==> config.mk <==
export PLATFORM = sky130hd
export DESIGN_NAME = mem_port_arbiter_flat
export DESIGN_NICKNAME = d
export VERILOG_FILES = /design/src/rtl/mem_port_arbiter_if.sv /design/src/rtl/mem_port_arbiter.sv /design/src/flat_wrapper.sv
export SDC_FILE = /design/constraint.sdc
export NUM_CORES = 1
export LEC_CHECK = 0
export ABC_AREA = 1
export BUFFER_PORTS_ARGS = -buffer_cell sky130_fd_sc_hd__buf_4
export CAP_MARGIN = 30
export CORE_AREA = 4 4 194 196
export CTS_CLUSTER_SIZE = 14
export DETAILED_ROUTE_END_ITERATION = 6
export DIE_AREA = 0 0 198 200
export SYNTH_ARGS = -nofsm -noshare
export SYNTH_HDL_FRONTEND = slang
export SYNTH_SLANG_ARGS = --single-unit
==> constraint.sdc <==
create_clock -name clk -period 20.5 [get_ports clk]
set_input_delay 6.15 -clock clk [delete_from_list [all_inputs] [get_ports clk]]
set_output_delay 6.15 -clock clk [all_outputs]
set_load 0.02 [all_outputs]
==> src/rtl/mem_port_arbiter_if.sv <==
// rtl/mem_port_arbiter_if.sv - core-side memory port shared by fetch and load/store
interface mem_port_arbiter_if #(
    parameter int ADDR_W = 64,
    parameter int DATA_W = 64
);
    logic                  req;
    logic                  we;
    logic [ADDR_W-1:0]     addr;
    logic [DATA_W-1:0]     wdata;
    logic [DATA_W/8-1:0]   wstrb;
    logic                  gnt;
    logic                  rvalid;
    logic [DATA_W-1:0]     rdata;

    modport master (output req, we, addr, wdata, wstrb, input gnt, rvalid, rdata);
    modport slave  (input req, we, addr, wdata, wstrb, output gnt, rvalid, rdata);
endinterface

==> src/rtl/mem_port_arbiter.sv <==
// rtl/mem_port_arbiter.sv - single-outstanding IF/LS arbiter for the core memory port
module mem_port_arbiter #(
    parameter int ADDR_W     = 64,
    parameter int DATA_W     = 64,
    parameter int INST_W     = 32,
    parameter int STARVE_MAX = 4
) (
    input  logic                 clk,
    input  logic                 rst,
    input  logic                 if_req_i,
    input  logic [ADDR_W-1:0]    if_addr_i,
    input  logic                 if_flush_i,
    output logic                 if_gnt_o,
    output logic                 if_rvalid_o,
    output logic [INST_W-1:0]    if_rdata_o,
    input  logic                 ls_req_i,
    input  logic                 ls_we_i,
    input  logic [ADDR_W-1:0]    ls_addr_i,
    input  logic [DATA_W-1:0]    ls_wdata_i,
    input  logic [DATA_W/8-1:0]  ls_wstrb_i,
    output logic                 ls_gnt_o,
    output logic                 ls_rvalid_o,
    output logic [DATA_W-1:0]    ls_rdata_o,
    mem_port_arbiter_if.master   mem,
    output logic                 hold_flag_o
);
    localparam int CNT_W = $clog2(STARVE_MAX + 1);
    localparam logic [CNT_W-1:0] STARVE_LIM = CNT_W'(STARVE_MAX);

    typedef enum logic [1:0] {
        IDLE = 2'd0,
        REQ  = 2'd1,
        WAIT = 2'd2
    } state_t;

    state_t            state;
    state_t            state_nxt;
    logic              owner_ls;
    logic              drop;
    logic [CNT_W-1:0]  starve_cnt;
    logic              grant_if;
    logic              grant_ls;
    logic              if_ok;
    logic              resp;
    logic [INST_W-1:0] if_lane;

    // A fetch raised in the same cycle as a jump is stale and must not win
    assign if_ok = if_req_i & ~if_flush_i;

    // Arbitration and next state; grants only leave IDLE so one transaction is outstanding
    always_comb begin
        state_nxt = state;
        grant_if  = 1'b0;
        grant_ls  = 1'b0;
        case (state)
            IDLE: begin
                if (!rst) begin
                    if (ls_req_i && if_ok && (starve_cnt < STARVE_LIM)) begin
                        grant_ls = 1'b1;
                    end else if (if_ok) begin
                        grant_if = 1'b1;
                    end else if (ls_req_i) begin
                        grant_ls = 1'b1;
                    end
                end
                if (grant_if || grant_ls) begin
                    state_nxt = REQ;
                end
            end
            REQ: begin
                if (mem.gnt) begin
                    state_nxt = WAIT;
                end
            end
            WAIT: begin
                if (mem.rvalid) begin
                    state_nxt = IDLE;
                end
            end
            default: state_nxt = IDLE;
        endcase
    end

    // State register
    always_ff @(posedge clk or posedge rst) begin
        if (rst) begin
            state <= IDLE;
        end else begin
            state <= state_nxt;
        end
    end

    // Capture owner and request payload on the grant so the bus sees stable values
    always_ff @(posedge clk or posedge rst) begin
        if (rst) begin
            owner_ls  <= 1'b0;
            mem.we    <= 1'b0;
            mem.addr  <= '0;
            mem.wdata <= '0;
            mem.wstrb <= '0;
        end else if (grant_ls) begin
            owner_ls  <= 1'b1;
            mem.we    <= ls_we_i;
            mem.addr  <= ls_addr_i;
            mem.wdata <= ls_wdata_i;
            mem.wstrb <= ls_wstrb_i;
        end else if (grant_if) begin
            owner_ls  <= 1'b0;
            mem.we    <= 1'b0;
            mem.addr  <= if_addr_i;
            mem.wdata <= '0;
            mem.wstrb <= '0;
        end
    end

    // A jump during an in-flight fetch marks its response for discard until the bus frees up
    always_ff @(posedge clk or posedge rst) begin
        if (rst) begin
            drop <= 1'b0;
        end else if (state == IDLE || (state == WAIT && mem.rvalid)) begin
            drop <= 1'b0;
        end else if (if_flush_i && !owner_ls) begin
            drop <= 1'b1;
        end
    end

    // Count LS wins while a fetch is waiting; once saturated the fetch takes the next slot
    always_ff @(posedge clk or posedge rst) begin
        if (rst) begin
            starve_cnt <= '0;
        end else if (!if_req_i || grant_if) begin
            starve_cnt <= '0;
        end else if (grant_ls && starve_cnt != STARVE_LIM) begin
            starve_cnt <= starve_cnt + CNT_W'(1);
        end
    end

    assign resp    = (state == WAIT) & mem.rvalid;
    assign if_lane = mem.addr[2] ? mem.rdata[2*INST_W-1:INST_W] : mem.rdata[INST_W-1:0];

    assign mem.req     = (state == REQ);
    assign if_gnt_o    = grant_if;
    assign ls_gnt_o    = grant_ls;
    assign if_rvalid_o = resp & ~owner_ls & ~drop & ~if_flush_i;
    assign if_rdata_o  = if_rvalid_o ? if_lane : '0;
    assign ls_rvalid_o = resp & owner_ls;
    assign ls_rdata_o  = ls_rvalid_o ? mem.rdata : '0;
    assign hold_flag_o = ~rst & ((ls_req_i & ~grant_ls) | (owner_ls & (state != IDLE)));
endmodule
==> src/flat_wrapper.sv <==
// flat-port wrapper written by rule: the top's interface ports become plain ports
module mem_port_arbiter_flat 
#(
    parameter int ADDR_W     = 64,
    parameter int DATA_W     = 64,
    parameter int INST_W     = 32,
    parameter int STARVE_MAX = 4
)
  (clk, rst, if_req_i, if_addr_i, if_flush_i, if_gnt_o, if_rvalid_o, if_rdata_o, ls_req_i, ls_we_i, ls_addr_i, ls_wdata_i, ls_wstrb_i, ls_gnt_o, ls_rvalid_o, ls_rdata_o, hold_flag_o, mem_req, mem_we, mem_addr, mem_wdata, mem_wstrb, mem_gnt, mem_rvalid, mem_rdata);
  mem_port_arbiter_if #(.ADDR_W(ADDR_W), .DATA_W(DATA_W)) mem_i ();
  input  logic clk;
  input  logic rst;
  input  logic if_req_i;
  input  logic [ADDR_W-1:0] if_addr_i;
  input  logic if_flush_i;
  output logic if_gnt_o;
  output logic if_rvalid_o;
  output logic [INST_W-1:0] if_rdata_o;
  input  logic ls_req_i;
  input  logic ls_we_i;
  input  logic [ADDR_W-1:0] ls_addr_i;
  input  logic [DATA_W-1:0] ls_wdata_i;
  input  logic [DATA_W/8-1:0] ls_wstrb_i;
  output logic ls_gnt_o;
  output logic ls_rvalid_o;
  output logic [DATA_W-1:0] ls_rdata_o;
  output logic hold_flag_o;
  output wire logic [$bits(mem_i.req)-1:0] mem_req;
  output wire logic [$bits(mem_i.we)-1:0] mem_we;
  output wire logic [$bits(mem_i.addr)-1:0] mem_addr;
  output wire logic [$bits(mem_i.wdata)-1:0] mem_wdata;
  output wire logic [$bits(mem_i.wstrb)-1:0] mem_wstrb;
  input wire logic [$bits(mem_i.gnt)-1:0] mem_gnt;
  input wire logic [$bits(mem_i.rvalid)-1:0] mem_rvalid;
  input wire logic [$bits(mem_i.rdata)-1:0] mem_rdata;
  assign mem_req = mem_i.req;
  assign mem_we = mem_i.we;
  assign mem_addr = mem_i.addr;
  assign mem_wdata = mem_i.wdata;
  assign mem_wstrb = mem_i.wstrb;
  assign mem_i.gnt = mem_gnt;
  assign mem_i.rvalid = mem_rvalid;
  assign mem_i.rdata = mem_rdata;
  mem_port_arbiter #(.ADDR_W(ADDR_W), .DATA_W(DATA_W), .INST_W(INST_W), .STARVE_MAX(STARVE_MAX)) u_core (.clk(clk), .rst(rst), .if_req_i(if_req_i), .if_addr_i(if_addr_i), .if_flush_i(if_flush_i), .if_gnt_o(if_gnt_o), .if_rvalid_o(if_rvalid_o), .if_rdata_o(if_rdata_o), .ls_req_i(ls_req_i), .ls_we_i(ls_we_i), .ls_addr_i(ls_addr_i), .ls_wdata_i(ls_wdata_i), .ls_wstrb_i(ls_wstrb_i), .ls_gnt_o(ls_gnt_o), .ls_rvalid_o(ls_rvalid_o), .ls_rdata_o(ls_rdata_o), .mem(mem_i), .hold_flag_o(hold_flag_o));
endmodule
==> flow_metrics.tcl, run 1 <==
set metrics [dict create \
    status "completed" \
    ant_nets 0 \
    report.final.hold_viol_count 0 \
    dp_hpwl_mm 24.0 \
    yosysMostFrequentCell "nand2_1" \
    fmax_ghz 0.0691 \
    final_nets 1837 \
    start_util 0.206 \
    report.power.total_mw 1.44 \
    crit_cells 5 \
    cts_tree "done" \
    fin_cells 2046 \
    dp.cells 2010 \
    rows 70 \
    max_cap_viol_count 0 \
    slew_headroom 0.409 \
    cp_slowest_cell "inv_4" \
    ctsResizeCount 0 \
    layout-drive-gt1-share 0.354 \
    cts_setup_buffers 0 \
    multi_input_area_sq_mm 0.00315 \
    start_kind "input port" \
    seq_power_share 0.326 \
    p_sw_frac 0.402 \
    clkTransAtPathRegs_ns 0.06 \
    holdPathStages 2 \
    synthTopCellsByCount "nand2_1, dfrtp_1, nor2_1, inv_1, a21oi_1" \
    vias_per_cell 4.09 \
    drv_slew 0 \
    worstPathArrival_ns 8.33 \
    hold_path_class "reg2reg" \
    worstRegToRegCells 7 \
    post-route-drc-count 0 \
    synth_top_area_share 0.485 \
    drtIter0Drc 329 \
    ir_worst_vdd_uv 58.5 \
    num_vias 8372 \
    finalSetupTns_ns 0 \
    avgSynthCellArea_sq_um 6.83 \
    synth-seq-cells 144 \
    setup_violations 0 \
    io_buffers 510 \
    netlist_area_sq_mm 0.00743 \
    ys.flop_type "dfrtp_1" \
    p_sw_uw 577 \
    crit_buf_inv 3 \
    dr.pass1.iters 4 \
    rsz0062_at_grt "no" \
    comb_power_share 0.440 \
    period_share 0.706 \
    grt_pass1_vias 8133 \
    async_reset_ff_frac 1.00 \
    cp_common_cell "buf_4" \
    place.gp.congestion 0.859 \
    grt_pass1_wl_mm 45.6 \
    required_ns 14.35 \
    insertion_delay_ns 0.42 \
    die_h_um 200 \
    syn-num-nets 1362 \
    core-area_sq_mm 0.0361 \
    cts_hold_repair.buffers 0 \
    fillCellCount 3886 \
    internal_power_uw 859 \
    cts_root_buffer "clkbuf_16" \
    synthTopCellsByArea "dfrtp_1, nand2_1, nor2_1, inv_1, a21oi_1" \
    clock-sinks 144 \
    drt_wl_total_mm 31.1 \
    crit_chain "buf_4, nor2_2, nand3_4, inv_4, buf_4" \
    cts_made_buffers 17 \
    path_delay_family "buffers and inverters" \
    synth_edf_count 0 \
    cts.path.max_buffers 2 \
    grt_max_degree 94 \
    finalClockSkew_ns 0.00963 \
    wl_per_cell_um 15.2 \
    p_leak_nw 7.26 \
    grt_antenna_before_repair 3 \
    hold_ws_ns 0.470 \
    grtUsageTotal 0.147 \
    io_pins 511 \
    synth.distinct_cells 23 \
    r2r_slack_ns 16.69 \
    die_w_um 198 \
    area_growth_syn_to_layout_pct 64.3 \
    worst-path-max-fanout 69 \
    period_minus_slack_ns 14.48 \
    synth_seq_area_share 0.485 \
    synth_top_cell_by_area "dfrtp_1" \
    seq_area_sq_mm 0.00360 \
    worstSetupEndpointType "output pin" \
    yosys_warnings 0 \
    syn_inst 1088 \
    cts_htree_levels 4 \
    path_class "in2out" \
    die_area_sq_mm 0.0396 \
    worstMarginPinSlew_ns 0.886 \
    power.density_mw_per_mm2 118 \
    overflow 0 \
    p_clk_frac 0.235 \
    cpPeakStageDelay_ns 0.84 \
]
## power groups by stage
stage / registers, mW / logic (mW) / clock network (mW)
after global placement: 0.475 / 0.624 / 0
after CTS: 0.477 / 0.628 / 0.348
final: 0.468 / 0.631 / 0.337
after global routing: 0.483 / 0.687 / 0.359
after detailed placement: 0.477 / 0.628 / 0
after floorplan: 0.598 / 0.206 / 0
## area by class of cell
cell class / instances / area share
clock buffers: 18 / 0.0360
flip-flops and latches: 144 / 0.295
multi-input cells: 804 / 0.258
clock inverters: 13 / 0.0153
diodes: 3 / 0.000615
well taps: 468 / 0.0480
repair buffers: 516 / 0.321
inverters: 80 / 0.0254
## final timing paths
path / end / startpoint
min in group asynchronous: u_core.mem.wdata[61]$_DFFE_PP0P_ / rst
setup reg to reg: u_core.mem.addr[52]$_DFFE_PP0P_ / u_core.starve_cnt[2]$_DFFE_PP0P_
hold / removal: u_core.mem.wstrb[5]$_DFFE_PP0P_ / u_core.mem.wstrb[5]$_DFFE_PP0P_
setup / recovery: ls_gnt_o / rst
max in group asynchronous: u_core.mem.addr[2]$_DFFE_PP0P_ / rst
hold reg to reg: u_core.mem.wstrb[5]$_DFFE_PP0P_ / u_core.mem.wstrb[5]$_DFFE_PP0P_
## layer usage
| layer | global-route usage | routed length (um) | vias up |
|---|---|---|---|
| met2 | 0.265 | 16100 | 316 |
| met4 | 0.0576 | 654 | 0 |
| met1 | 0.166 | 12000 | 3860 |
| met5 | 0 | 0 | - |
| li1 | - | - | 4173 |
| met3 | 0.0391 | 2340 | 23 |
## registers in the layout, summed over array words and instances (netlist names)
name,flops
u_core.mem.addr,64
u_core.mem.wdata,64
u_core.mem.wstrb,8
u_core.starve_cnt,3
u_core.state,2
u_core.drop,1
u_core.mem.we,1
u_core.owner_ls,1
## cell families after synthesis
group                      Yosys count  share of synthesized area
and+or+nand+nor                    763                      0.392
adders and majority gates            2                    0.00337
AOI/OAI and AO/OA                   38                     0.0263
DFF                                144                      0.485
xor gates and xnor gates             1                    0.00118
buffers and inverters              140                     0.0926
## placed cells by master, fill, tap and decap left out
| master | count |
|---|---|
| nand2_1 | 615 |
| buf_4 | 513 |
| dfrtp_1 | 143 |
| nor2_1 | 132 |
| inv_1 | 75 |
| a21oi_1 | 35 |
| clkbuf_16 | 17 |
| nand3_1 | 4 |
| nand4_1 | 4 |
| bufinv_16 | 4 |
| clkinvlp_4 | 4 |
| diode_2 | 3 |
| inv_6 | 3 |
| inv_2 | 2 |
| inv_4 | 2 |
| o31ai_1 | 2 |
| nor3_1 | 2 |
| ha_1 | 2 |
| clkinv_2 | 2 |
| buf_12 | 2 |
| nor2_4 | 1 |
| nand4_2 | 1 |
| nor2_2 | 1 |
| nand3_4 | 1 |
| nand2_4 | 1 |
| o21ai_0 | 1 |
| nand3b_1 | 1 |
| xor2_1 | 1 |
| clkbuf_8 | 1 |
| clkinv_4 | 1 |
| dfrtp_2 | 1 |
| buf_16 | 1 |
## tightest hold or removal path, cell delays in order, from the launching register on
cell	delay (ns)
dfrtp_1	0.34
nand2_1	0.05
nand2_1	0.04
## through the flow
stage	setup slack (ns)	util	area [sq um]
2_1_floorplan	4.48	-	7430
3_3_place_gp	5.94	0.319	11500
3_5_place_dp	5.92	0.320	11500
4_1_cts	5.91	0.337	12200
5_1_grt	5.80	0.338	12200
6_report	6.02	0.338	12200
Note: power is estimated with default switching activity, not from simulation.
==> run 2, diff against run 1 <==
Settings changed: ABC_AREA 1 to 0.
Clock period 20.5 ns to 14.1 ns, I/O delays scaled along.
==> run 2 against run 1 <==
Die area is the same. Non-clock buffer count rose by 10. Register-to-register slack got worse by 7.2 ns. Clock skew shrank 0.0013 ns. Combinational power grew 77%. Flip-flop and latch count did not move. Critical path type unchanged. Synthesized cell count shrank 17%. Via count is 11% higher.
==> flow_metrics.tcl, run 2 <==
set metrics [dict create \
    drv_slew 0 \
    synth_top_family_by_area "simple AND/OR/NAND/NOR gates" \
    core-area_sq_mm 0.0361 \
    crit_buf_inv 3 \
    synth_seq_area_share 0.406 \
    start_util 0.246 \
    ys.flop_type "dfrtp_1" \
    async_reset_ff_frac 1.00 \
    layout-drive-gt1-share 0.461 \
    worstPathArrival_ns 6.13 \
    p_leak_nw 6.45 \
    post-place-ws_ns 3.73 \
    drt_wl_total_mm 38.4 \
    cts.path.max_buffers 2 \
    postLayoutCellArea_sq_mm 0.0135 \
    netlist_area_sq_mm 0.00887 \
    syn_inst 908 \
    cts_made_buffers 17 \
    fmax_ghz 0.0965 \
    ctsResizeCount 0 \
    status "completed" \
    yosys.area_share.simple 0.230 \
    die_h_um 200 \
    yosysMostFrequentCell "dfrtp_1" \
    worst-path-max-fanout 74 \
    cp_common_cell "buf_4" \
    grtUsageTotal 0.181 \
    crit_chain "buf_4, or4b_1, nor2_4, buf_4, buf_4" \
    cts_htree_levels 4 \
    start_kind "input port" \
    path_class "in2out" \
    cts_setup_buffers 0 \
    worstSetupEndpointType "output pin" \
    synthTopCellsByArea "dfrtp_1, or4_1, a22o_1, a211oi_2, a221oi_1" \
    synth.distinct_cells 33 \
    required_ns 9.87 \
    hold_ws_ns 0.502 \
    post-route-drc-count 0 \
    overflow 0 \
    wl_per_cell_um 21.3 \
    rows 70 \
    synthXorXnorAreaFrac 0 \
    grt_antenna_before_repair 5 \
    synthMuxAreaShare 0.0361 \
    path_delay_family "buffers and inverters" \
    die_w_um 198 \
    top_regs "u_core.mem.addr (64), u_core.mem.wdata (64), u_core.mem.wstrb (8)" \
    place.gp.congestion 0.755 \
    ant_nets 0 \
    synth-seq-cells 144 \
    synth_compound_area_frac 0.226 \
    max_cap_viol_count 0 \
    dp_hpwl_mm 27.5 \
    area_growth_syn_to_layout_pct 51.9 \
    dr.pass1.iters 5 \
    final_cell_mix "buf_4, dfrtp_1, or4_1, a22o_1, inv_1" \
    rsz0062_at_grt "no" \
    period_minus_slack_ns 10.36 \
    avgSynthCellArea_sq_um 9.76 \
    synth_fa_ha_area_frac 0.00282 \
    io_buffers 510 \
    fillCellCount 3649 \
    synth_top_cell_by_area "dfrtp_1" \
    layout_commonest_cell "buf_4" \
    io_pins 511 \
    insertion_delay_ns 0.43 \
    setup_violations 0 \
    grt_pass1_wl_mm 55.7 \
    hold_path_class "reg2reg" \
    grt_max_degree 103 \
    post_dp_cell_area_sq_mm 0.0128 \
    dp.cells 1767 \
    synth_edf_count 0 \
    yosys_warnings 0 \
    setup_slack_ns 3.74 \
    grt_pass1_vias 9032 \
    worstMarginPinSlew_ns 0.995 \
    slew_headroom 0.337 \
    syn-num-nets 1182 \
    cts_hold_repair.buffers 0 \
    ir_worst_vdd_uv 121 \
    cts_tree "done" \
    drtIter0Drc 528 \
    num_vias 9254 \
    vias_per_cell 5.14 \
    synth_top_area_share 0.406 \
    cts_root_buffer "clkbuf_16" \
    synthTopCellsByCount "dfrtp_1, or4_1, clkbuf_1, a22o_1, inv_1" \
    die_area_sq_mm 0.0396 \
    fin_cells 1801 \
    finalClockSkew_ns 0.00833 \
    clock-sinks 144 \
    cpPeakStageDelay_ns 0.62 \
    cp_slowest_cell "or4b_1" \
    clkTransAtPathRegs_ns 0.06 \
    period_share 0.735 \
    report.final.hold_viol_count 0 \
    finalSetupTns_ns 0 \
    power.density_mw_per_mm2 174 \
    final_nets 1594 \
    diodes 0 \
]
==> run 2: changes by cell type in the layout (fill, tap and decap cells not counted), moves of 29 or more <==
cell / previous run / this run
nand2_1: 615 / 2
or4_1: 0 / 129
nor2_1: 132 / 32
a22o_1: 0 / 73
and2_1: 0 / 65
a221oi_1: 0 / 64
nor4_1: 0 / 64
a211oi_2: 0 / 46
mux2i_1: 0 / 32
a21oi_1: 35 / 6
==> run 2: worst paths after layout <==
| check | from | to | slack, ns | cells past startpoint |
|---|---|---|---|---|
| worst max-delay path | rst | ls_gnt_o | 3.74 | 5 |
| worst min register to register | u_core.mem.wdata[4]$_DFFE_PP0P_ | u_core.mem.wdata[4]$_DFFE_PP0P_ | 0.50 | 1 |
| max in group asynchronous | rst | u_core.mem.addr[14]$_DFFE_PP0P_ | 8.66 | 3 |
| worst max register to register | u_core.state[1]$_DFFE_PP0P_ | u_core.mem.wdata[3]$_DFFE_PP0P_ | 9.45 | 6 |
| worst min-delay path | u_core.mem.wdata[4]$_DFFE_PP0P_ | u_core.mem.wdata[4]$_DFFE_PP0P_ | 0.50 | 1 |
| min in group asynchronous | rst | u_core.mem.addr[0]$_DFFE_PP0P_ | 4.15 | 2 |
==> run 2: layout make-up <==
class,instances,area (sq um),share of cell area
flip-flops and latches,144,3610,0.268
multi-input cells,560,4400,0.327
repair buffers,526,3970,0.295
well taps,468,586,0.0435
clock inverters,14,194,0.0144
inverters,71,274,0.0203
clock buffers,18,429,0.0319
==> run 2: power by group <==
group          switching, mW  total [mW]  internal [mW]
registers              0.135       0.726          0.591
clock network          0.205       0.491          0.286
logic                  0.625        1.12          0.500
total                  0.965        2.34           1.38
==> run 2: logic make-up (layout without fill, tap and decap cells) <==
| group | Yosys count | in the layout |
|---|---|---|
| AOI/OAI and AO/OA | 216 | 216 |
| adders and majority gates | 2 | 2 |
| buffers and inverters | 204 | 629 |
| DFF | 144 | 144 |
| muxes | 32 | 32 |
| and+or+nand+nor | 310 | 310 |
==> run 2: worst reg2reg max path, stage by stage (launching register included) <==
cell     delay (ns)
dfrtp_4        0.85
buf_4          0.61
or3_2          0.63
buf_4          0.55
a21o_4         0.73
buf_4          0.86
a22o_1         0.35
==> run 2: stage by stage <==
step / total power [mW] / utilization
floorplan: 1.36 / -
global placement: 1.86 / 0.355
detailed placement: 1.86 / 0.355
CTS: 2.37 / 0.372
global route: 2.48 / 0.373
finish: 2.34 / 0.373
==> run 2: per-layer routing <==
metal,part of all wire,track usage,wire [um],up-vias
li1,-,-,-,4319
met1,0.43,0.253,16600,4450
met2,0.46,0.272,17700,434
met3,0.090,0.0614,3460,41
met4,0.013,0.0395,502,10
met5,0.0018,0,69,-
